===== src/rtl/prog_loader.sv =====
// Serial program loader: receives a length-prefixed 16-bit word image over 8N1 UART and
// writes it to instruction RAM port B while holding the CPU. Optional: PROG_LOADER_CHECKSUM_EN.
module prog_loader #(
  parameter int CLK_HZ    = 50000000,
  parameter int BAUD      = 115200,
  parameter int ADDR_W    = 16,
  parameter int BASE_ADDR = 0
) (
  input  logic              clk,
  input  logic              reset,
  input  logic              rx,
  input  logic              rearm,
  output logic              mem_we,
  output logic [ADDR_W-1:0] mem_addr,
  output logic [15:0]       mem_data,
  output logic              cpu_hold,
  output logic              done,
  output logic              frame_err,
  output logic [15:0]       words_loaded
`ifdef PROG_LOADER_CHECKSUM_EN
  ,
  output logic              csum_err
`endif
);

  localparam int CLKS_PER_BIT = CLK_HZ / BAUD;
  localparam int HALF_BIT     = CLKS_PER_BIT / 2;
  localparam int CNT_W        = $clog2(CLKS_PER_BIT + 1);
  localparam logic [CNT_W-1:0]  CNT_FULL = CNT_W'(CLKS_PER_BIT - 1);
  localparam logic [CNT_W-1:0]  CNT_HALF = CNT_W'(HALF_BIT - 1);
  localparam logic [ADDR_W-1:0] BASE     = ADDR_W'(BASE_ADDR);

  typedef enum logic [2:0] {
    RX_IDLE, RX_START, RX_DATA, RX_STOP, RX_WAIT_HIGH
  } rx_state_t;

  typedef enum logic [3:0] {
    S_LEN_HI, S_LEN_LO, S_DATA_HI, S_DATA_LO, S_WRITE, S_DONE
`ifdef PROG_LOADER_CHECKSUM_EN
    , S_CSUM_HI, S_CSUM_LO, S_ERROR
`endif
  } state_t;

  // ---------------- RX front end ----------------
  rx_state_t        rx_state;
  logic [1:0]       sync_ff;
  logic             rx_s;
  logic             rx_prev;
  logic [CNT_W-1:0] cnt;
  logic [2:0]       bit_idx;
  logic [7:0]       shreg;
  logic             byte_valid;
  logic             stop_err;

  assign rx_s = sync_ff[1];

  always_ff @(posedge clk or negedge reset) begin
    if (!reset) begin
      sync_ff    <= 2'b11;
      rx_prev    <= 1'b1;
      rx_state   <= RX_IDLE;
      cnt        <= '0;
      bit_idx    <= '0;
      shreg      <= '0;
      byte_valid <= 1'b0;
      stop_err   <= 1'b0;
    end else begin
      // NOTE: state is updated with non-blocking assignments so every register samples
      // pre-edge values; blocking here would make ordering inside the block matter.
      sync_ff    <= {sync_ff[0], rx};
      rx_prev    <= rx_s;
      byte_valid <= 1'b0;
      stop_err   <= 1'b0;
      case (rx_state)
        RX_IDLE: begin
          if (rx_prev && !rx_s) begin
            cnt      <= '0;
            rx_state <= RX_START;
          end
        end
        RX_START: begin
          if (cnt == CNT_HALF) begin
            cnt      <= '0;
            bit_idx  <= '0;
            rx_state <= rx_s ? RX_IDLE : RX_DATA;
          end else begin
            cnt <= cnt + 1'b1;
          end
        end
        RX_DATA: begin
          if (cnt == CNT_FULL) begin
            cnt   <= '0;
            shreg <= {rx_s, shreg[7:1]};
            if (bit_idx == 3'd7) rx_state <= RX_STOP;
            else                 bit_idx  <= bit_idx + 1'b1;
          end else begin
            cnt <= cnt + 1'b1;
          end
        end
        RX_STOP: begin
          if (cnt == CNT_FULL) begin
            cnt <= '0;
            if (rx_s) begin
              byte_valid <= 1'b1;
              rx_state   <= RX_IDLE;
            end else begin
              // Bad stop bit: drop the byte and wait out the low line before re-arming.
              stop_err <= 1'b1;
              rx_state <= RX_WAIT_HIGH;
            end
          end else begin
            cnt <= cnt + 1'b1;
          end
        end
        RX_WAIT_HIGH: if (rx_s) rx_state <= RX_IDLE;
        default:      rx_state <= RX_IDLE;
      endcase
    end
  end

  // ---------------- Loader FSM ----------------
  state_t     state;
  logic [15:0] len;
  logic [7:0]  hi_byte;
  logic        rearm_ok;
`ifdef PROG_LOADER_CHECKSUM_EN
  logic [15:0] csum_acc;
  assign rearm_ok = rearm && (state == S_DONE || state == S_ERROR);
`else
  assign rearm_ok = rearm && (state == S_DONE);
`endif

  always_ff @(posedge clk or negedge reset) begin
    if (!reset) begin
      state        <= S_LEN_HI;
      len          <= '0;
      hi_byte      <= '0;
      mem_we       <= 1'b0;
      mem_addr     <= BASE;
      mem_data     <= '0;
      cpu_hold     <= 1'b1;
      done         <= 1'b0;
      frame_err    <= 1'b0;
      words_loaded <= '0;
`ifdef PROG_LOADER_CHECKSUM_EN
      csum_acc     <= '0;
      csum_err     <= 1'b0;
`endif
    end else begin
      // NOTE: mem_we defaults low each cycle so the write strobe is a single-cycle pulse.
      mem_we <= 1'b0;
      if (stop_err) frame_err <= 1'b1;
      if (rearm_ok) begin
        state        <= S_LEN_HI;
        mem_addr     <= BASE;
        cpu_hold     <= 1'b1;
        done         <= 1'b0;
        frame_err    <= 1'b0;
        words_loaded <= '0;
`ifdef PROG_LOADER_CHECKSUM_EN
        csum_acc     <= '0;
        csum_err     <= 1'b0;
`endif
      end else begin
        case (state)
          S_LEN_HI: if (byte_valid) begin
            len[15:8] <= shreg;
            state     <= S_LEN_LO;
          end
          S_LEN_LO: if (byte_valid) begin
            len[7:0] <= shreg;
            if ({len[15:8], shreg} == 16'd0) begin
`ifdef PROG_LOADER_CHECKSUM_EN
              state <= S_CSUM_HI;
`else
              state    <= S_DONE;
              cpu_hold <= 1'b0;
              done     <= 1'b1;
`endif
            end else begin
              state <= S_DATA_HI;
            end
          end
          S_DATA_HI: if (byte_valid) begin
            hi_byte <= shreg;
            state   <= S_DATA_LO;
          end
          S_DATA_LO: if (byte_valid) begin
            mem_data <= {hi_byte, shreg};
            mem_we   <= 1'b1;
`ifdef PROG_LOADER_CHECKSUM_EN
            csum_acc <= csum_acc ^ {hi_byte, shreg};
`endif
            state    <= S_WRITE;
          end
          S_WRITE: begin
            // Address advances after the strobe so addr/data stay stable during it.
            words_loaded <= words_loaded + 16'd1;
            mem_addr     <= mem_addr + 1'b1;
            if (words_loaded + 16'd1 == len) begin
`ifdef PROG_LOADER_CHECKSUM_EN
              state <= S_CSUM_HI;
`else
              state    <= S_DONE;
              cpu_hold <= 1'b0;
              done     <= 1'b1;
`endif
            end else begin
              state <= S_DATA_HI;
            end
          end
`ifdef PROG_LOADER_CHECKSUM_EN
          S_CSUM_HI: if (byte_valid) begin
            hi_byte <= shreg;
            state   <= S_CSUM_LO;
          end
          S_CSUM_LO: if (byte_valid) begin
            if ({hi_byte, shreg} == csum_acc) begin
              state    <= S_DONE;
              cpu_hold <= 1'b0;
              done     <= 1'b1;
            end else begin
              state    <= S_ERROR;
              csum_err <= 1'b1;
            end
          end
          S_ERROR: ;
`endif
          S_DONE:  ;
          default: state <= S_LEN_HI;
        endcase
      end
    end
  end

endmodule


===== config.mk =====
export PLATFORM = sky130hd
export DESIGN_NAME = prog_loader
export DESIGN_NICKNAME = d
export VERILOG_FILES = /design/src/rtl/prog_loader.sv
export SDC_FILE = /design/constraint.sdc
export NUM_CORES = 1
export LEC_CHECK = 0
export BUFFER_PORTS_ARGS = -buffer_cell sky130_fd_sc_hd__buf_2
export CAP_MARGIN = 20
export CORE_ASPECT_RATIO = 1.5
export CORE_MARGIN = 1
export CORE_UTILIZATION = 53
export DETAILED_ROUTE_END_ITERATION = 12
export GPL_TIMING_DRIVEN = 0
export PLACE_DENSITY = 0.76
export SLEW_MARGIN = 5
export SYNTH_ARGS = -nofsm -noshare
export SYNTH_HDL_FRONTEND = slang
export SYNTH_SLANG_ARGS = --single-unit

===== constraint.sdc =====
create_clock -name clk -period 2.3 [get_ports clk]
set_input_delay 0.23 -clock clk [delete_from_list [all_inputs] [get_ports clk]]
set_output_delay 0.23 -clock clk [all_outputs]
set_load 0.01 [all_outputs]

==> summary by stage <==
Clock network
CTS built an H-tree with a depth of 3. Clock-pin slew was measured on the worst setup and hold paths at 0.07 ns. The CTS tree is built.

The clock buffer count from CTS is 9. The clock tree root buffer cell is sky130_fd_sc_hd__clkbuf_16. The number of buffers on the longest clock path is 2.

The clock latency on the worst-skew pair is 0.35 ns. The number of clock sinks is 107.

STA
The final count of negative-setup-slack endpoints is 4. For this run, the top clock speed supported by timing is 0.415 GHz. The final clock skew is 0.00791 ns.

The final-report hold violation count is 0. Of the available clock period, the critical path in the final layout requires 105%. For the pin with the worst max-slew slack, the measured transition is 0.884 ns. The number of pins exceeding their max-slew limit in the final report is 0. Setup repair after global routing could not meet its margin everywhere. The worst pin sits at a relative slew slack of 40.6%. Setup slack on the critical path of the routed design comes to -0.109 ns. The worst hold margin is 0.243 ns.

The smallest clock period supported by the final layout is computed as 2.41 ns.

Logic synthesis
In this run, synthesis produced a sequential element count of 107. Summing the areas of all compound-gate instances in the mapped netlist gives 9.23% of the synthesized area. The area share of xor/xnor cells in the synthesized design is 6.92%.

The area share of the largest cell type after synthesis is 49.6%. The fraction of synthesized area in multiplexers is 10.6%. The area of the mapped netlist is 0.00519 mm². The post-synthesis net count is 492. Of the synthesized area, sequential elements account for 51.7%. In the synthesized netlist, the number of instances is 481. The count of distinct cell types in the synthesized netlist is 56. The synthesized area per cell is 10.8 µm².

Summing the areas of all fa, ha and maj instances in the mapped netlist gives 1.69% of the synthesized area. The number of synthesized flops with an enable pin is 0. The fraction of synthesis flops using an asynchronous set or reset pin is 100%. After synthesis, the cell types taking the most area are sky130_fd_sc_hd__dfrtp_1 50%, sky130_fd_sc_hd__mux2_2 8.7%, sky130_fd_sc_hd__xor2_1 3.7%, sky130_fd_sc_hd__nand2_1 3.4%, sky130_fd_sc_hd__xnor2_1 3.2%. Among all flip-flop cells after synthesis, the most frequent one is sky130_fd_sc_hd__dfrtp_1.

The biggest area consumer among synthesized cells is sky130_fd_sc_hd__dfrtp_1. Of the total synthesized cell area, the portion taken by AND, OR, NAND and NOR gates is 17.3%. The Yosys step of the flow raised 0 warnings. The largest family of logic cells by synthesized area is simple AND/OR/NAND/NOR gates.

Pwr
The clock network is responsible for 39.4% of the overall power. Of the total power, the share spent switching nets is 25.9%. The peak ir drop on the vdd network is 0.479 mV.

Combinational logic is responsible for 8.5% of the overall power. Of the total power, registers draw 52.1%. Summed over all cells, the static leakage comes to 2.87 nW. The internal power of the cells totals 0.00279 W. The power per standard cell area is 602 mW/mm². The net switching power of the design is 0.000975 W.

Min path
The hold path endpoint is cpu_hold$_DFFE_PN1P_. The start point of the worst min-delay path is rearm. The worst hold path passes through 3 cells.

The kind of path behind the tightest hold check is in2reg.

Route
The DRC violation count after routing is 0. In the final routed layout, each cell accounts on average for 16.7 µm. Using the TritonRoute via totals, the vias-per-cell ratio works out to 5.93.

The first routing iteration left 334 violations. Once detail routing completed, the nets flagged for antenna violations numbered 0. The final routed wirelength across all metal layers is 11400 µm. The final route contains 4059 vias. The number of optimization iterations in the first detailed-route pass is 5.

Setup path
The kind of launch point of the worst setup path is a flop. The maximum net fanout on the critical path is 2. The kind of end point of the critical path is a flop. The launching point of the worst reg2reg path is words_loaded[5]$_DFFE_PN0P_. The setup slack of the worst register-to-register path is -0.11 ns. The data arrival time of the critical path is 2.70 ns. In this run the critical register-to-register path is captured at done$_DFFE_PN0P_. The worst-case reg-to-reg path depth is 8. At the worst endpoint, the required time is 2.59 ns. The critical path class is reg2reg.

Placed design
At the end of routability-driven placement, the weighted congestion stood at 0.914. The count of buffers from port buffering is 55. The half-perimeter wire length after detailed placement is 7570 µm.

Floorplan
The height of the die is 123 µm. After floorplanning, the core was divided into 43 placement rows. The floorplan step defined a die boundary enclosing 0.0102 mm². The core region is 0.00936 mm². Measured along the x axis, the die boundary spans 82.8 µm. The I/O pin count is 56. For this configuration, the core starts out at a cell density of 55.5%.

Global route
The global router's overall resource usage is 23.8%. Entering global routing, the biggest net connects 71 pins. After global routing the overflow that remains totals 0.

The via count of the first global-routing pass is 3988. The first global-routing pass estimated 19300 µm of wire. The number of antenna violations at the first check in global routing is 0.

Job
The tool flagged a number of max-cap violations equal to 0.

Cells and area
The final layout contains 578 nets. Compared with the post-synthesis result, the final layout area differs by 20.3%. The count of inserted antenna diode cells is 0. Of the cells placed in the final design, the portion with a size suffix greater than 1 is 31.1%. The utilization after layout is 66.7%.

Status
The checks that failed: setup timing. The run finished, with violations left.
==> power groups by stage <==
stage / clock network [W] / logic [W] / registers (W)
2_1_floorplan: 0 / 0.000216 / 0.00199
4_1_cts: 0.00152 / 0.000325 / 0.00196
6_report: 0.00148 / 0.000319 / 0.00196
3_3_place_gp: 0 / 0.000298 / 0.00199
3_5_place_dp: 0 / 0.000319 / 0.00200
5_1_grt: 0.00161 / 0.000371 / 0.00197
==> state kept, by name, summed over array words and instances (netlist names), 3 cells and up <==
signal and cells:
mem_data 16, bit_idx 3, rx_state 3, state 3
cnt 9, shreg 8, len 16, words_loaded 16
mem_addr 16, hi_byte 8
==> how the worst max path moves through the flow <==
stage,startpoint,endpoint,slack (ns),cells after the start
6_report,words_loaded[5]$_DFFE_PN0P_,done$_DFFE_PN0P_,-0.11,8
5_1_grt,words_loaded[5]$_DFFE_PN0P_,done$_DFFE_PN0P_,-0.19,8
4_1_cts,words_loaded[5]$_DFFE_PN0P_,done$_DFFE_PN0P_,-0.13,8
3_5_place_dp,words_loaded[0]$_DFFE_PN0P_,done$_DFFE_PN0P_,-0.25,8
3_3_place_gp,words_loaded[0]$_DFFE_PN0P_,done$_DFFE_PN0P_,-0.21,8
2_1_floorplan,words_loaded[5]$_DFFE_PN0P_,done$_DFFE_PN0P_,0.02,8
==> metal layers <==
layer | wire (µm) | GRT usage (%) | up-vias
met5 | 0 | 0 | -
met4 | 267 | 10.9 | 0
met3 | 548 | 4.27 | 30
met2 | 5850 | 41.3 | 144
met1 | 4770 | 29.1 | 1992
li1 | - | - | 1893
==> area by class of cell <==
class                           instances  area (µm²)
Buffer                                 20         108
Sequential cell                       107        2690
Multi-Input combinational cell        341        2510
Clock inverter                          7        58.8
Clock buffer                            9         225
Tap cell                              112         140
Timing Repair Buffer                   77         478
Inverter                               11        41.3
Fill cell                             715        3120
==> cell usage in the layout, fill, tap and decap left out, drive strengths merged, types with 2 or more instances in the layout <==
cell type	netlist	layout
dlygate4sd3	0	2
nor3	7	7
a31oi	4	4
inv	11	15
xor2	22	22
nor4bb	2	2
o22ai	6	6
mux2	48	48
ha	7	7
nand3	12	12
clkinv	0	3
or3	3	3
and3	13	13
nor2	38	38
nand4	11	11
a21oi	16	16
o21ai	30	30
buf	8	81
or2	3	3
dfrtp	103	103
o311ai	2	2
nor4	11	11
clkbuf	14	23
o31ai	7	7
xnor2	19	19
o2111ai	2	2
nand2	47	47
o41ai	2	2
nor2b	2	2
and4	6	6
nand2b	5	5
dfstp	4	4
==> worst max-delay path, stage by stage, from the launching register on <==
cell                        delay (ns)
sky130_fd_sc_hd__dfrtp_1          0.39
sky130_fd_sc_hd__buf_6            0.12
sky130_fd_sc_hd__or3b_1           0.34
sky130_fd_sc_hd__mux2_4           0.27
sky130_fd_sc_hd__o211ai_1         0.12
sky130_fd_sc_hd__o2111ai_2        0.21
sky130_fd_sc_hd__or4_4            0.58
sky130_fd_sc_hd__o21ai_4          0.18
sky130_fd_sc_hd__o22a_1           0.14
==> Yosys cell counts, types with 8 or more instances <==
cell and count:
sky130_fd_sc_hd__dfrtp_1 103, sky130_fd_sc_hd__nand2_1 47, sky130_fd_sc_hd__mux2_2 40, sky130_fd_sc_hd__nor2_1 38, sky130_fd_sc_hd__o21ai_0 25, sky130_fd_sc_hd__xor2_1 22
sky130_fd_sc_hd__xnor2_1 19, sky130_fd_sc_hd__a21oi_1 16, sky130_fd_sc_hd__clkbuf_1 14, sky130_fd_sc_hd__and3_1 12, sky130_fd_sc_hd__inv_1 11, sky130_fd_sc_hd__nand3_1 11
sky130_fd_sc_hd__nand4_1 10, sky130_fd_sc_hd__mux2_1 8
==> repair_timing <==
item                                    CTS  global route
buffers inserted                         10             8
hold buffers                              2             0
endpoints found under the setup margin   18            42
resized for setup                        22            16
hold endpoints to repair                 38             0
pin swaps                                12             9
==> logic make-up after synthesis <==
kind of cell | after synthesis
and+or+nand+nor | 166
buffers and inverters | 33
xor gates and xnor gates | 41
adders and majority gates | 7
muxes | 49
AOI/OAI and AO/OA | 78
DFF | 107
==> per-stage QoR <==
stage          cell area (µm²)  power, W  setup slack [ns]  setup TNS [ns]  instances
4_1_cts                   6130   0.00381            -0.132          -0.343        677
2_1_floorplan             5190   0.00220            0.0206               0        481
3_3_place_gp              5610   0.00229            -0.206          -14.58        648
3_5_place_dp              5650   0.00231            -0.248           -2.64        650
6_report                  6240   0.00376            -0.109          -0.260        684
5_1_grt                   6240   0.00394            -0.186          -0.682        684
Power figures use the tool's default switching activity.
